$ cat config.mk
export PLATFORM = sky130hd
export DESIGN_NAME = seven_seg_scan_driver
export DESIGN_NICKNAME = d
export VERILOG_FILES = /design/src/rtl/seven_seg_pkg.sv /design/src/rtl/seven_seg_decoder.sv /design/src/rtl/seven_seg_scan_driver.sv
export SDC_FILE = /design/constraint.sdc
export NUM_CORES = 1
export LEC_CHECK = 0
export ABC_CLOCK_PERIOD_IN_PS = 3200
export CELL_PAD_IN_SITES_DETAIL_PLACEMENT = 1
export CELL_PAD_IN_SITES_GLOBAL_PLACEMENT = 2
export CORE_ASPECT_RATIO = 1.2
export CORE_MARGIN = 3
export CORE_UTILIZATION = 38
export CTS_BUF_LIST = sky130_fd_sc_hd__clkbuf_16
export CTS_CLUSTER_SIZE = 12
export DETAILED_ROUTE_END_ITERATION = 16
export PLACE_DENSITY = 0.77
export SLEW_MARGIN = 20
export SYNTH_ARGS = -nofsm -noshare
export SYNTH_HDL_FRONTEND = slang
export SYNTH_SLANG_ARGS = --single-unit
$ cat constraint.sdc
create_clock -name clk -period 3.2 [get_ports clk]
set_input_delay 0.64 -clock clk [delete_from_list [all_inputs] [get_ports clk]]
set_output_delay 0.64 -clock clk [all_outputs]
set_load 0.03 [all_outputs]
$ cat src/rtl/seven_seg_pkg.sv
// Shared constants and helpers for the multiplexed seven-segment display driver.
// Segment patterns are active-high in {g,f,e,d,c,b,a} order.
package seven_seg_pkg;

   localparam logic [6:0] SEG_OFF = 7'h00;

   // Entry n holds the glyph for hex digit n (index 15 listed first).
   localparam logic [15:0][6:0] HEX_SEG = {
      7'h71, 7'h79, 7'h5E, 7'h39, 7'h7C, 7'h77, 7'h6F, 7'h7F,
      7'h07, 7'h7D, 7'h6D, 7'h66, 7'h4F, 7'h5B, 7'h06, 7'h3F
   };

   function automatic int idx_width(input int n);
      return (n > 1) ? $clog2(n) : 1;
   endfunction

endpackage

$ cat src/rtl/seven_seg_decoder.sv
// Combinational hex nibble to active-high seven-segment glyph.
module seven_seg_decoder
   import seven_seg_pkg::*;
(
   input  logic [3:0] nibble,
   output logic [6:0] seg
);

   assign seg = HEX_SEG[nibble];

endmodule

$ cat src/rtl/seven_seg_scan_driver.sv
// Time-multiplexed hex display driver: refresh scanning, double-buffered load,
// decimal points, blanking, leading-zero suppression and pin polarity control.
module seven_seg_scan_driver
   import seven_seg_pkg::*;
#(
   parameter int NUM_DIGITS     = 4,
   parameter int REFRESH_DIV    = 50000,
   parameter bit SEG_ACTIVE_LOW = 1'b0,
   parameter bit AN_ACTIVE_LOW  = 1'b1
) (
   input  logic                    clk,
   input  logic                    rst_n,
   input  logic [4*NUM_DIGITS-1:0] value,
   input  logic [NUM_DIGITS-1:0]   dp_in,
   input  logic                    load,
   input  logic                    blank,
   input  logic                    lz_en,
   output logic [6:0]              seg,
   output logic                    dp,
   output logic [NUM_DIGITS-1:0]   an,
   output logic                    frame_tick
);

   localparam int IW = idx_width(NUM_DIGITS);
   localparam int PW = $clog2(REFRESH_DIV);
   localparam logic [PW-1:0] PRESC_LAST = PW'(REFRESH_DIV - 1);
   localparam logic [IW-1:0] IDX_LAST   = IW'(NUM_DIGITS - 1);

   // XOR masks that turn active-high internal values into pin levels.
   localparam logic [6:0]            SEG_POL = {7{SEG_ACTIVE_LOW}};
   localparam logic                  DP_POL  = SEG_ACTIVE_LOW;
   localparam logic [NUM_DIGITS-1:0] AN_POL  = {NUM_DIGITS{AN_ACTIVE_LOW}};

   logic [PW-1:0]           presc;
   logic [IW-1:0]           idx;
   logic                    slot_end;
   logic                    wrap;
   logic [4*NUM_DIGITS-1:0] pend_val, disp_val;
   logic [NUM_DIGITS-1:0]   pend_dp, disp_dp;
   logic [NUM_DIGITS-1:0]   supp;
   logic [NUM_DIGITS-1:0]   an_sel;
   logic [3:0]              nibble;
   logic                    dp_sel;
   logic                    supp_sel;
   logic [6:0]              dec_seg;
   logic [6:0]              seg_nxt;
   logic                    dp_nxt;
   logic [NUM_DIGITS-1:0]   an_nxt;

   assign slot_end = (presc == PRESC_LAST);
   assign wrap     = slot_end && (idx == IDX_LAST);

   // NOTE: sequential state uses non-blocking assignments so every register
   // samples pre-edge values regardless of process ordering.
   always_ff @(posedge clk or negedge rst_n) begin
      if (!rst_n) begin
         presc      <= '0;
         idx        <= '0;
         frame_tick <= 1'b0;
      end else begin
         frame_tick <= wrap;
         if (slot_end) begin
            presc <= '0;
            idx   <= (idx == IDX_LAST) ? '0 : idx + IW'(1);
         end else begin
            presc <= presc + PW'(1);
         end
      end
   end

   // Display buffer only changes on the frame wrap, so a frame is never torn.
   always_ff @(posedge clk or negedge rst_n) begin
      if (!rst_n) begin
         pend_val <= '0;
         pend_dp  <= '0;
         disp_val <= '0;
         disp_dp  <= '0;
      end else begin
         if (load) begin
            pend_val <= value;
            pend_dp  <= dp_in;
         end
         if (wrap) begin
            disp_val <= load ? value : pend_val;
            disp_dp  <= load ? dp_in : pend_dp;
         end
      end
   end

   // Digit i is dark when it and every more significant nibble are zero.
   always_comb begin
      supp = '0;
      for (int i = 1; i < NUM_DIGITS; i++)
         supp[i] = lz_en && ((disp_val >> (4 * i)) == '0);
   end

   always_comb begin
      nibble   = 4'h0;
      dp_sel   = 1'b0;
      supp_sel = 1'b0;
      an_sel   = '0;
      for (int i = 0; i < NUM_DIGITS; i++) begin
         if (idx == IW'(i)) begin
            nibble    = disp_val[4*i +: 4];
            dp_sel    = disp_dp[i];
            supp_sel  = supp[i];
            an_sel[i] = 1'b1;
         end
      end
   end

   seven_seg_decoder u_decoder (
      .nibble (nibble),
      .seg    (dec_seg)
   );

   always_comb begin
      seg_nxt = (blank || supp_sel) ? SEG_OFF : dec_seg;
      dp_nxt  = !blank && dp_sel;
      an_nxt  = blank ? '0 : an_sel;
   end

   always_ff @(posedge clk or negedge rst_n) begin
      if (!rst_n) begin
         seg <= SEG_POL;
         dp  <= DP_POL;
         an  <= AN_POL;
      end else begin
         seg <= seg_nxt ^ SEG_POL;
         dp  <= dp_nxt ^ DP_POL;
         an  <= an_nxt ^ AN_POL;
      end
   end

endmodule

==> reports/results.ini <==
[sta]
finalSetupViolations=0
slew_headroom=0.526
whs_ns=0.281
final-hold-violation-count=0
fin_crit_ns=2.56
max_freq_mhz=391
fin_tns_setup_ns=0
finalMaxSlewViolations=0
fin_ws_ns=0.644
finalClockSkew_ns=0.00765
max_slew.worst_pin.slew_ns=0.705
finalCritPeriodShare=0.799
rsz0062_at_grt=false

[floorplan]
initial_core_util=0.393
placementRows=36
die_w_um=90.1
fp.dieArea_um2=9630
ios=38
dieHeight_um=107
coreArea_um2=8200

[power]
p_seq_frac=0.421
sw_frac_of_total=0.212
clkPwrFrac=0.500
p_int_mw=1.80
p_comb_frac=0.080
vdd_drop_max_v=0.000250
pwr_density_cell_nw_per_um2=559
switchingPower_uw=483
leakage_nw=1.83

[cells_and_area]
antenna_cells=0
syn_to_final_growth_pct=26.9
num-nets-final=338
final_design_area_no_fill_um2=4090
layout-drive-gt1-share=0.235
num-fill-cells=870

[synth]
synth_top_area_share=0.520
ys_types=40
yosysWarnings=0
syn_nets=291
synth-main-ff-cell=dfrtp_1
mappedNetlistArea_um2=3220
synth_seq_area_share=0.553
synthTopCellsByArea=dfrtp_1 (52%), mux2_2 (10%), ha_1 (4.3%)
synth-seq-cells=71
synth_area_leader_cell=dfrtp_1
synthTopCellsByCount=dfrtp_1 (67), mux2_2 (30), nor2_1 (17), nand2_1 (13), ha_1 (11)
async_flop_share=1.00
syn_area_per_cell_um2=12.6
synthCells=255
synth_edf_count=0
synth_most_common_cell=dfrtp_1

[run]
max_cap_violations=0

[grt]
grt_overflow=0
antenna_found_initial=0
grtUsageTotal=0.155
grt_start_max_net_pins=27
grt_pass1_vias=2380
grt_pass1_wl_mm=11.8

[worst_hold_path]
hold_class=in2async

[routing]
drtAntennaViolNets=0
routed_wirelength_mm=6.77
avgRoutedWirePerCell_um=16.1
first_pass_iters=4
vias=2102
route.detailed.drc=0
drtIter0Drc=52
avgViaCountPerCell=4.99

[place]
io_buffers=37
place.gp.congestion=0.777
pre_cts_ws_ns=0.660
place_area_um2=3740
dp_hpwl_mm=4.76

[clocking]
htreeDepth=3
cts_buffer_depth=2
cts_tree=done
ctsHoldBuffers=0
clkTransAtPathRegs_ns=0.06
cts_resized=0
numCtsBuffers=9
clk_latency_ns=0.33
clkSinkCount=71
cts_root_buf=clkbuf_16
post-cts-setup-buffers=0

[setup_path]
crit_path_end_kind=flip-flop
cp_max_fo=6
worstSetupPathType=reg2reg
critical_path_arrival_ns=2.81
crit_required_ns=3.45
cp-start-kind=flip-flop

[outcome]
status=complete, no violations

logic make-up (layout without fill, tap and decap cells):
logic type,count (synthesis),count (layout),synth area share
AOI/OAI and AO/OA,27,27,0.0606
and+or+nand+nor,75,75,0.133
muxes,41,41,0.153
DFF,71,71,0.553
xor gates and xnor gates,13,13,0.0353
buffers and inverters,17,69,0.0225
adders and majority gates,11,11,0.0427
per-layer routing:
| layer | track usage | share of wire |
|---|---|---|
| met5 | 0 | 0 |
| met4 | 0.0744 | 0.020 |
| met3 | 0.0316 | 0.033 |
| met2 | 0.270 | 0.52 |
| met1 | 0.183 | 0.43 |
worst paths after layout:
path                       startpoint    endpoint  slack (ns)  cells after the start
max in group asynchronous       rst_n       an[1]        2.17                      2
max                            idx[0]      seg[4]        0.64                     11
min in group clk            presc[15]   presc[15]        0.47                      1
min                             rst_n  disp_dp[1]        0.28                      1
min reg2reg                 presc[15]   presc[15]        0.47                      1
max reg2reg                    idx[0]      seg[4]        0.64                     11
flip-flops by register name, summed over array words and instances (netlist names):
register and cells:
pend_val 16, disp_dp 4, idx 2, frame_tick 1, presc 16, seg 7
dp 1, an 4, pend_dp 4, disp_val 16
power groups by stage:
stage / combinational, mW / clock (mW) / sequential, mW
final: 0.182 / 1.14 / 0.961
after global routing: 0.201 / 1.21 / 0.966
after CTS: 0.186 / 1.17 / 0.962
after detailed placement: 0.184 / 0 / 0.978
after global placement: 0.181 / 0 / 0.976
after floorplan: 0.0796 / 0 / 0.989
layout by cell type (no fill, tap or decap), types with 3 or more instances in the layout:
master and count:
xnor2_1 5, nand3_1 9, a21oi_1 4, nor2_1 17, bufinv_16 3, dfstp_2 4
a221oi_1 6, nand2b_1 5, ha_1 11, nor3_1 3, clkbuf_16 9, mux2_2 30
clkdlybuf4s50_1 36, nor3b_1 5, xor2_1 8, nand2_1 13, buf_4 7, nand3b_1 3
dfrtp_1 67, nor2b_1 6, and3_1 3, inv_1 9, o21ai_0 6, mux2_4 9
cell type report:
type                       instances  area (um^2)  area share
inverter                           9         33.8     0.00826
clock buffer                       9          225      0.0551
multi-input combinational        167         1370       0.335
clock inverter                     7          120      0.0294
tap                              114          143      0.0349
timing repair buffer              44          418       0.102
sequential                        71         1780       0.436
worst max-delay path: stages, from the launching register on:
cell and delay (ns):
dfrtp_1 0.41, inv_1 0.12, ha_1 0.28, nor2b_1 0.31, a22oi_1 0.12, a221oi_1 0.35
buf_4 0.21, inv_1 0.07, ha_1 0.23, mux2i_1 0.18, o22ai_1 0.11, nor2_1 0.11
stage by stage:
stage	util	instances	power, mW
final	0.499	421	2.28
after global routing	0.499	421	2.38
after CTS	0.499	421	2.32
after detailed placement	0.457	405	1.16
after global placement	0.457	405	1.16
after floorplan	-	255	1.07
(Power assumes the default switching activity.)
